===== src/rtl/mcu_spi_arbiter_if.sv =====
// Bundle between the SPI arbiter, its requesters and the SPIMux.
// The master side drives requests; the arbiter is the slave.
interface mcu_spi_arbiter_if #(
    parameter int NUM_REQ = 2
);
    logic [NUM_REQ-1:0] Req;
    logic [NUM_REQ-1:0] Grant;
    logic [NUM_REQ-1:0] Abort;
    logic [NUM_REQ-1:0] InSel;
    logic [NUM_REQ-1:0] InDo;
    logic [NUM_REQ-1:0] InClkRunning;
    logic [NUM_REQ-1:0] InClkStretch;
    logic [NUM_REQ-1:0] ReqReadyFallingEdge;
    logic               MCUReadyFallingEdge;
    logic               nMCUSel;
    logic               SPIDo;
    logic               SPIClkRunning;
    logic               SPIClkStretch;

    modport master (
        output Req,
        output InSel,
        output InDo,
        output InClkRunning,
        output InClkStretch,
        output MCUReadyFallingEdge,
        input  Grant,
        input  Abort,
        input  ReqReadyFallingEdge,
        input  nMCUSel,
        input  SPIDo,
        input  SPIClkRunning,
        input  SPIClkStretch
    );

    modport slave (
        input  Req,
        input  InSel,
        input  InDo,
        input  InClkRunning,
        input  InClkStretch,
        input  MCUReadyFallingEdge,
        output Grant,
        output Abort,
        output ReqReadyFallingEdge,
        output nMCUSel,
        output SPIDo,
        output SPIClkRunning,
        output SPIClkStretch
    );
endinterface


===== src/rtl/mcu_spi_arbiter.sv =====
// Round-robin arbiter sharing one MCU SPI link between requesters,
// with a select guard gap and a ready-edge timeout abort.
module mcu_spi_arbiter #(
    parameter int          NUM_REQ        = 2,
    parameter int          GUARD_CYCLES   = 4,
    parameter logic [15:0] TIMEOUT_CYCLES = 16'hFFFF
) (
    input logic              SClk,
    input logic              nRst,
    mcu_spi_arbiter_if.slave bus
);

    localparam int IW = $clog2(NUM_REQ);

    typedef enum logic [1:0] {
        IDLE  = 2'd0,
        GRANT = 2'd1,
        GUARD = 2'd2
    } state_t;

    // The IDLE arbitration cycle is the last cycle of the guard gap,
    // so GUARD itself lasts GUARD_CYCLES-1 cycles.
    localparam state_t     REL_STATE  = (GUARD_CYCLES > 1) ? GUARD : IDLE;
    localparam logic [3:0] GUARD_LAST = 4'(GUARD_CYCLES - 2);

    state_t              state;
    state_t              state_n;
    logic [NUM_REQ-1:0]  grant;
    logic [NUM_REQ-1:0]  grant_n;
    logic [NUM_REQ-1:0]  abort;
    logic [NUM_REQ-1:0]  abort_n;
    logic [NUM_REQ-1:0]  blocked;
    logic [NUM_REQ-1:0]  blocked_n;
    logic [NUM_REQ-1:0]  elig;
    logic [IW-1:0]       gidx;
    logic [IW-1:0]       gidx_n;
    logic [IW-1:0]       last;
    logic [IW-1:0]       last_n;
    logic [IW-1:0]       win;
    logic [IW-1:0]       cand_idx;
    logic                found;
    int                  cand;
    logic [15:0]         tmo_cnt;
    logic [15:0]         tmo_n;
    logic [15:0]         tmo_inc;
    logic [3:0]          grd_cnt;
    logic [3:0]          grd_n;
    logic                act;
    logic                rst_sync;

    // Reset asserts asynchronously; release takes effect one edge later.
    always_ff @(posedge SClk or negedge nRst) begin
        if (!nRst) begin
            rst_sync <= 1'b0;
        end else begin
            rst_sync <= 1'b1;
        end
    end

    assign elig = bus.Req & ~blocked;

    always_comb begin
        win      = last;
        found    = 1'b0;
        cand     = 0;
        cand_idx = '0;
        for (int k = 1; k <= NUM_REQ; k++) begin
            cand     = (int'(last) + k) % NUM_REQ;
            cand_idx = IW'(cand);
            if (!found && elig[cand_idx]) begin
                win   = cand_idx;
                found = 1'b1;
            end
        end
    end

    assign tmo_inc = (tmo_cnt == 16'hFFFF) ? tmo_cnt : tmo_cnt + 16'd1;
    assign act     = bus.MCUReadyFallingEdge | bus.InClkRunning[gidx];

    always_comb begin
        state_n   = state;
        grant_n   = grant;
        gidx_n    = gidx;
        last_n    = last;
        abort_n   = '0;
        tmo_n     = tmo_cnt;
        grd_n     = grd_cnt;
        blocked_n = blocked & bus.Req;
        if (rst_sync) begin
            unique case (state)
                IDLE: begin
                    if (|elig) begin
                        grant_n      = '0;
                        grant_n[win] = 1'b1;
                        gidx_n       = win;
                        tmo_n        = '0;
                        state_n      = GRANT;
                    end
                end
                GRANT: begin
                    tmo_n = act ? 16'd0 : tmo_inc;
                    if (!act && tmo_inc == TIMEOUT_CYCLES) begin
                        abort_n[gidx]   = 1'b1;
                        blocked_n[gidx] = 1'b1;
                        grant_n         = '0;
                        last_n          = gidx;
                        grd_n           = '0;
                        state_n         = REL_STATE;
                    end else if (!bus.Req[gidx] && bus.InSel[gidx]) begin
                        // Never release while the requester still selects.
                        grant_n = '0;
                        last_n  = gidx;
                        grd_n   = '0;
                        state_n = REL_STATE;
                    end
                end
                GUARD: begin
                    grd_n = grd_cnt + 4'd1;
                    if (grd_cnt == GUARD_LAST) begin
                        state_n = IDLE;
                    end
                end
                default: begin
                    grant_n = '0;
                    state_n = IDLE;
                end
            endcase
        end
    end

    always_ff @(posedge SClk or negedge nRst) begin
        if (!nRst) begin
            state   <= IDLE;
            grant   <= '0;
            gidx    <= '0;
            last    <= IW'(NUM_REQ - 1);
            abort   <= '0;
            blocked <= '0;
            tmo_cnt <= '0;
            grd_cnt <= '0;
        end else begin
            state   <= state_n;
            grant   <= grant_n;
            gidx    <= gidx_n;
            last    <= last_n;
            abort   <= abort_n;
            blocked <= blocked_n;
            tmo_cnt <= tmo_n;
            grd_cnt <= grd_n;
        end
    end

    assign bus.Grant = grant;
    assign bus.Abort = abort;

    always_comb begin
        bus.nMCUSel             = 1'b1;
        bus.SPIDo               = 1'b1;
        bus.SPIClkRunning       = 1'b0;
        bus.SPIClkStretch       = 1'b0;
        bus.ReqReadyFallingEdge = '0;
        if (state == GRANT) begin
            bus.nMCUSel             = bus.InSel[gidx];
            bus.SPIDo               = bus.InDo[gidx];
            bus.SPIClkRunning       = bus.InClkRunning[gidx];
            bus.SPIClkStretch       = bus.InClkStretch[gidx];
            bus.ReqReadyFallingEdge =
                grant & {NUM_REQ{bus.MCUReadyFallingEdge}};
        end
    end

endmodule


===== src/flat_wrapper.sv =====
// flat-port wrapper written by rule: the top's interface ports become plain ports
module mcu_spi_arbiter_flat 
#(
    parameter int          NUM_REQ        = 2,
    parameter int          GUARD_CYCLES   = 4,
    parameter logic [15:0] TIMEOUT_CYCLES = 16'hFFFF
)
  (SClk, nRst, bus_Req, bus_InSel, bus_InDo, bus_InClkRunning, bus_InClkStretch, bus_MCUReadyFallingEdge, bus_Grant, bus_Abort, bus_ReqReadyFallingEdge, bus_nMCUSel, bus_SPIDo, bus_SPIClkRunning, bus_SPIClkStretch);
  mcu_spi_arbiter_if #(.NUM_REQ(NUM_REQ)) bus_i ();
  input logic SClk;
  input logic nRst;
  input wire logic [$bits(bus_i.Req)-1:0] bus_Req;
  input wire logic [$bits(bus_i.InSel)-1:0] bus_InSel;
  input wire logic [$bits(bus_i.InDo)-1:0] bus_InDo;
  input wire logic [$bits(bus_i.InClkRunning)-1:0] bus_InClkRunning;
  input wire logic [$bits(bus_i.InClkStretch)-1:0] bus_InClkStretch;
  input wire logic [$bits(bus_i.MCUReadyFallingEdge)-1:0] bus_MCUReadyFallingEdge;
  output wire logic [$bits(bus_i.Grant)-1:0] bus_Grant;
  output wire logic [$bits(bus_i.Abort)-1:0] bus_Abort;
  output wire logic [$bits(bus_i.ReqReadyFallingEdge)-1:0] bus_ReqReadyFallingEdge;
  output wire logic [$bits(bus_i.nMCUSel)-1:0] bus_nMCUSel;
  output wire logic [$bits(bus_i.SPIDo)-1:0] bus_SPIDo;
  output wire logic [$bits(bus_i.SPIClkRunning)-1:0] bus_SPIClkRunning;
  output wire logic [$bits(bus_i.SPIClkStretch)-1:0] bus_SPIClkStretch;
  assign bus_i.Req = bus_Req;
  assign bus_i.InSel = bus_InSel;
  assign bus_i.InDo = bus_InDo;
  assign bus_i.InClkRunning = bus_InClkRunning;
  assign bus_i.InClkStretch = bus_InClkStretch;
  assign bus_i.MCUReadyFallingEdge = bus_MCUReadyFallingEdge;
  assign bus_Grant = bus_i.Grant;
  assign bus_Abort = bus_i.Abort;
  assign bus_ReqReadyFallingEdge = bus_i.ReqReadyFallingEdge;
  assign bus_nMCUSel = bus_i.nMCUSel;
  assign bus_SPIDo = bus_i.SPIDo;
  assign bus_SPIClkRunning = bus_i.SPIClkRunning;
  assign bus_SPIClkStretch = bus_i.SPIClkStretch;
  mcu_spi_arbiter #(.NUM_REQ(NUM_REQ), .GUARD_CYCLES(GUARD_CYCLES), .TIMEOUT_CYCLES(TIMEOUT_CYCLES)) u_core (.SClk(SClk), .nRst(nRst), .bus(bus_i));
endmodule

===== config.mk =====
export PLATFORM = sky130hd
export DESIGN_NAME = mcu_spi_arbiter_flat
export DESIGN_NICKNAME = d
export VERILOG_FILES = /design/src/rtl/mcu_spi_arbiter_if.sv /design/src/rtl/mcu_spi_arbiter.sv /design/src/flat_wrapper.sv
export SDC_FILE = /design/constraint.sdc
export NUM_CORES = 1
export LEC_CHECK = 0
export ABC_AREA = 1
export CORE_MARGIN = 8
export CORE_UTILIZATION = 55
export DETAILED_ROUTE_END_ITERATION = 12
export HOLD_SLACK_MARGIN = 0.12
export PLACE_DENSITY = 0.78
export SETUP_SLACK_MARGIN = 0.15
export SLEW_MARGIN = 10
export SYNTH_ARGS = -nofsm -noshare
export SYNTH_HDL_FRONTEND = slang
export SYNTH_SLANG_ARGS = --single-unit

===== constraint.sdc =====
create_clock -name SClk -period 2.4 [get_ports SClk]
set_clock_uncertainty 0.1 [all_clocks]
set_input_delay 0.6 -clock SClk [delete_from_list [all_inputs] [get_ports SClk]]
set_output_delay 0.6 -clock SClk [all_outputs]
set_load 0.02 [all_outputs]

# After elaboration in Yosys (flattened, before gate mapping)
# Index checks and enable logic that the tools add are counted.
op_classes:
  bitwise: 7
  order_cmp: 6
  muxes: 50
  div: 0
  n_addsub: 4
  eq_ne: 8
  shifts: 0
  n_mul: 0
  reduce_logical: 19
ops:
  columns: ["op", "count"]
  rows:
  - ["$mux W16", 3]
  - ["$eq A16 B16 Y1 const B", 2]
  - ["$pmux W16 S2", 1]
  - ["$mux W2", 14]
  - ["$mux W1", 25]
  - ["$add A16 B1 Y16 const B", 1]
  - ["$pmux W2 S3", 2]
  - ["$reduce_and A3 Y1", 4]
  - ["$lt A1 B2 Y1 const B", 4]
  - ["$mux W4", 2]
  - ["$pmux W4 S2", 1]
  - ["$reduce_and A4 Y1", 2]
  - ["$and A2 B2 Y2", 3]
  - ["$reduce_bool A2 Y1", 3]
  - ["$logic_and A1 B1 Y1", 5]
  - ["$add A4 B1 Y4 const B", 1]
  - ["$eq A4 B2 Y1 const B", 1]
  - ["$ne A2 B1 Y1 const B", 2]
  - ["$logic_not A1 Y1", 3]
  - ["$ne A3 B1 Y1 const B", 1]
  - ["$add A1 B1 Y1 const B", 2]
  - ["$demux W1 S1", 2]
  - ["$eq A2 B1 Y1 const B", 1]
  - ["$eq A2 B2 Y1 const B", 1]
  - ["7 further kinds", 8]
word_totals:
  elab_cells: 103
  memories: 0
  in_bits: 13
  rom_bits: 0
  latch_bits: 0
  ff_bits: 31
  output_inout_bits: 10
  ram_bits: 0

# Longest topological paths before layout
depth:
  word_depth: 14
  depth_mapped: 14
  depth_no_buf: 14

# Worst setup path after synthesis
# OpenSTA, ideal clock, no wires.
synth_timing:
  path_kind: "register to register"
  from: "register u_core.tmo_cnt[1]"
  to: "register u_core.grd_cnt[0]"
  path_buffers: 1
  setup_slack_ps: 372
  setup_ps: 117
  path_stages_with_launch: 14
  period_less_slack_ps: 2028
  required_ps: 2183
  arrival_ps: 1811
  cell_sequence: "dfrtp_1 -> ha_1 -> inv_2 -> nor2_4 -> nand4_4 -> buf_6 -> nand2_2 -> nand2_1 -> nor2_1 -> nand4_2 -> nand2_4 -> nand3_4 -> nand2_1 -> nand2_1"
synth_between:
  elab_chain_len: 6
  elab_cells_between_ends: 9
  cone_classes: "1 x add/sub; 3 x eq/ne; 3 x mux; 2 x reduce/logical"
synth_rtl:
  columns: ["element", "line", "rtl"]
  rows:
  - ["start: declaration", "mcu_spi_arbiter.sv:43", "logic [15:0] tmo_cnt;"]
  - ["start signal: assignment", "mcu_spi_arbiter.sv:148", "tmo_cnt <= tmo_n;"]
  - ["$add A16 B1 Y16 or $eq A16 B16 Y1 (tied branches)", "mcu_spi_arbiter.sv:77", "assign tmo_inc = (tmo_cnt == 16'hFFFF) ? tmo_cnt : tmo_cnt + 16'd1;"]
  - ["$mux W16 *", "mcu_spi_arbiter.sv:77", null]
  - ["$eq A16 B16 Y1 *", "mcu_spi_arbiter.sv:102", "if (!act && tmo_inc == TIMEOUT_CYCLES) begin"]
  - ["$logic_and A1 B1 Y1 *", "mcu_spi_arbiter.sv:102", null]
  - ["$ne A3 B1 Y1 (no line) or $mux W4 (tied branches)", null, null]
  - ["$reduce_and A3 Y1 (no line) or $pmux W4 S2 (tied branches)", null, null]
  - ["end signal: assignment", "mcu_spi_arbiter.sv:149", "grd_cnt <= grd_n;"]
  - ["end: declaration", "mcu_spi_arbiter.sv:46", "logic [3:0] grd_cnt;"]
# Every way passes the cells marked *; elsewhere a longest branch is shown, timed or not.
# A chain may end at the register's enable or synchronous reset.

# Final worst setup path
layout_timing:
  from: "register u_core.tmo_cnt[1]"
  to: "register u_core.blocked[1]"
layout_between:
  elab_chain_len: 7
  elab_cells_between_ends: 8
  cone_classes: "1 x add/sub; 2 x eq/ne; 4 x mux; 1 x reduce/logical"
layout_rtl:
  columns: ["element", "line", "rtl"]
  rows:
  - ["$add A16 B1 Y16 or $eq A16 B16 Y1 (tied branches)", "mcu_spi_arbiter.sv:77", null]
  - ["$mux W16 *", "mcu_spi_arbiter.sv:77", null]
  - ["$eq A16 B16 Y1 *", "mcu_spi_arbiter.sv:102", null]
  - ["$logic_and A1 B1 Y1 *", "mcu_spi_arbiter.sv:102", null]
  - ["$mux W2 *", "mcu_spi_arbiter.sv:102", null]
  - ["$mux W2 *", "mcu_spi_arbiter.sv:90", "unique case (state)"]
  - ["$mux W2 *", "mcu_spi_arbiter.sv:89", "if (rst_sync) begin"]
  - ["named net u_core.blocked_n[1]", "mcu_spi_arbiter.sv:33", "logic [NUM_REQ-1:0] blocked_n;"]
  - ["end signal: assignment", "mcu_spi_arbiter.sv:147", "blocked <= blocked_n;"]
  - ["end: declaration", "mcu_spi_arbiter.sv:32", "logic [NUM_REQ-1:0] blocked;"]
# Mark *: on every way through the listed nets, which the timed path passes. The rest lies on a longest branch.

==> flow_metrics.py <==
metrics = {
    "routing": {
        "dr.first_iter.drc_count": 262,
        "via_count": 2402,
        "wl_um": 6750,
        "wl_per_cell_um": 16.3,
        "final_antenna_net_count": 0,
        "dr.pass1.iters": 5,
        "drc": 0,
        "viasPerCell": 5.80,
    },
    "clock_tree": {
        "clk_pin_slew_worst_paths_ns": 0.06,
        "cts_hold_buf": 0,
        "cts_buffers": 5,
        "cts_sinks": 31,
        "h-tree-depth": 2,
        "cts_tree": "done",
        "cts_buffer_depth": 2,
        "insertion_delay_ns": 0.28,
        "cts_root_buffer": "clkbuf_8",
    },
    "sta": {
        "max_freq_mhz": 425,
        "finalSetupTns_ns": 0,
        "hold_violations": 0,
        "fin_crit_sh_pct": 98.1,
        "setup_violations": 0,
        "fin_crit_ns": 2.36,
        "setup_ws_ns": 0.0444,
        "hold-worst-slack_ns": 0.381,
        "drv_slew": 0,
        "rsz0062_at_grt": "yes",
    },
    "yosys": {
        "yosysMostFrequentCell": "nand2_1",
        "yosysUniqueCellTypes": 35,
        "synthCells": 312,
        "synth_top_area_cell": "dfrtp_1",
        "ys_ff_latch": 31,
        "yosysSeqAreaShare_pct": 35.6,
        "ys_async_sr_fraction_pct": 100,
        "syn_avg_cell_area_um2": 7.00,
        "synth_flop_cell": "dfrtp_1",
        "yosys-top-cells-area": "dfrtp_1 34%, nand2_1 16%, inv_1 6.9%",
        "ys_warn_count": 0,
        "syn-cell-area_mm2": 0.00218,
        "synth-edff-count": 0,
        "syn-num-nets": 331,
        "synth_commonest_cells": "95 x nand2_1, 40 x inv_1, 30 x dfrtp_1",
        "synth_top_area_share_pct": 34.4,
    },
    "final_layout": {
        "postLayoutCoreUtil_pct": 73.3,
        "nets": 383,
        "antennaDiodeCount": 0,
        "drive_gt1_share_pct": 23.6,
        "multiInputGateArea_mm2": 0.00137,
        "final_cell_area_mm2": 0.00287,
        "fill_cells": 314,
        "area_delta_synth_final_pct": 31.3,
        "final_cells": 414,
        "seq_area_um2": 778,
    },
    "place": {
        "dpl.cell_count": 395,
        "numPortBuffers": 22,
        "routabilityCongestion": 0.985,
        "hpwl_um": 4300,
        "place_area_mm2": 0.00256,
        "pre_cts_slack_ns": -0.183,
    },
    "grt": {
        "grt_first_pass_wirelength_um": 9520,
        "grtUsageTotal_pct": 18.8,
        "grt_max_degree": 32,
        "first_global_vias": 2134,
        "overflow": 0,
        "antenna_found_initial": 0,
    },
    "worst_hold_path": {
        "holdCritPathClass": "reg2reg",
    },
    "worst_setup_path": {
        "startpoint_type": "register",
        "cp-end-kind": "register",
        "worstPathArrival_ns": 2.46,
        "critPathKind": "reg2reg",
        "required_ns": 2.50,
        "path_max_fanout": 7,
    },
    "floorplan": {
        "dieWidth_um": 79.0,
        "die_h_um": 79.0,
        "core.rowCount": 23,
        "initial_core_util_pct": 55.8,
        "die_area_mm2": 0.00624,
        "core_area_mm2": 0.00391,
        "io-pin-count": 23,
    },
    "power_and_ir_drop": {
        "power.density_mw_per_mm2": 701,
        "total_power_mw": 2.01,
        "p_leak_nw": 1.30,
        "vdd_drop_max_mv": 0.724,
    },
    "status": {
        "status": "finished clean",
    },
    "flow_run": {
        "drv_cap": 0,
    },
}
-- per-layer routing --
metal | track usage (%) | vias up | share of wire [%]
met5 | 0 | - | 0
met4 | 8.15 | 0 | 4.2
met3 | 3.27 | 37 | 6.0
met2 | 32.1 | 133 | 50
met1 | 22.5 | 1110 | 40
li1 | - | 1122 | -
-- path summary, 6_finish.rpt --
| kind | cells after the start | to | slack, ns | start |
|---|---|---|---|---|
| worst max register to register | 10 | u_core.blocked[1] | 0.04 | u_core.tmo_cnt[1] |
| max in group asynchronous | 2 | u_core.last | 1.24 | nRst |
| worst min-delay path | 2 | u_core.last | 0.38 | u_core.last |
| worst max-delay path | 10 | u_core.blocked[1] | 0.04 | u_core.tmo_cnt[1] |
| min in group asynchronous | 2 | u_core.tmo_cnt[13] | 0.62 | nRst |
| worst min register to register | 2 | u_core.last | 0.38 | u_core.last |
-- placed cells by master (no fill, tap or decap), drive strengths merged, types with 3 or more instances in the layout --
cell type and count:
clkdlybuf4s50 16, nand3 28, o22ai 9, clkbuf 9
inv 42, clkdlybuf4s15 3, nand2 102, o21ai 21
nand4 17, nor2 36, dfrtp 30, nor3 3
ha 6, buf 26
-- repair_timing --
action | CTS | global route
resized for setup | 12 | 38
setup buffers | 0 | 10
endpoints found under the setup margin | 7 | 20
gates cloned | 0 | 2
pin swaps | 1 | 23
-- worst max-delay path: stages, from the launching register on --
cell	delay, ns
dfrtp_1	0.43
ha_4	0.18
inv_2	0.05
nor2_4	0.20
buf_6	0.15
nand4_4	0.15
nand2_1	0.16
inv_2	0.08
nor4_2	0.33
nand4_1	0.25
o21ai_1	0.19
-- registers in the layout, indices dropped and copies added, names as in the netlist --
register and cells:
u_core.bus.Grant 2, u_core.state 2, u_core.tmo_cnt 16, u_core.grd_cnt 4, u_core.blocked 2, u_core.gidx 1
u_core.last 1, u_core.rst_sync 1, u_core.bus.Abort 2
-- power by group --
part           internal [mW]  switching [mW]
clock                  0.224           0.184
sequential             0.593          0.0684
combinational          0.365           0.576
total                   1.18           0.828
-- cells by family after synthesis --
kind of cell,share of synthesized area (%)
buffers and inverters,8.59
AND/OR/NAND/NOR,41.7
XOR/XNOR,1.60
flip-flops,35.6
adder cells (fa/ha/maj),3.44
AO/OA/AOI/OAI,8.93
other,0.172
-- final cells by class --
cell class,count,share of cell area [%]
Clock buffer,6,2.88
Tap cell,50,2.18
Clock inverter,1,0.175
Multi-Input combinational cell,236,47.8
Sequential cell,31,27.1
Inverter,42,5.50
Timing Repair Buffer,48,14.3
No activity file was read; power rests on OpenSTA's default activity.
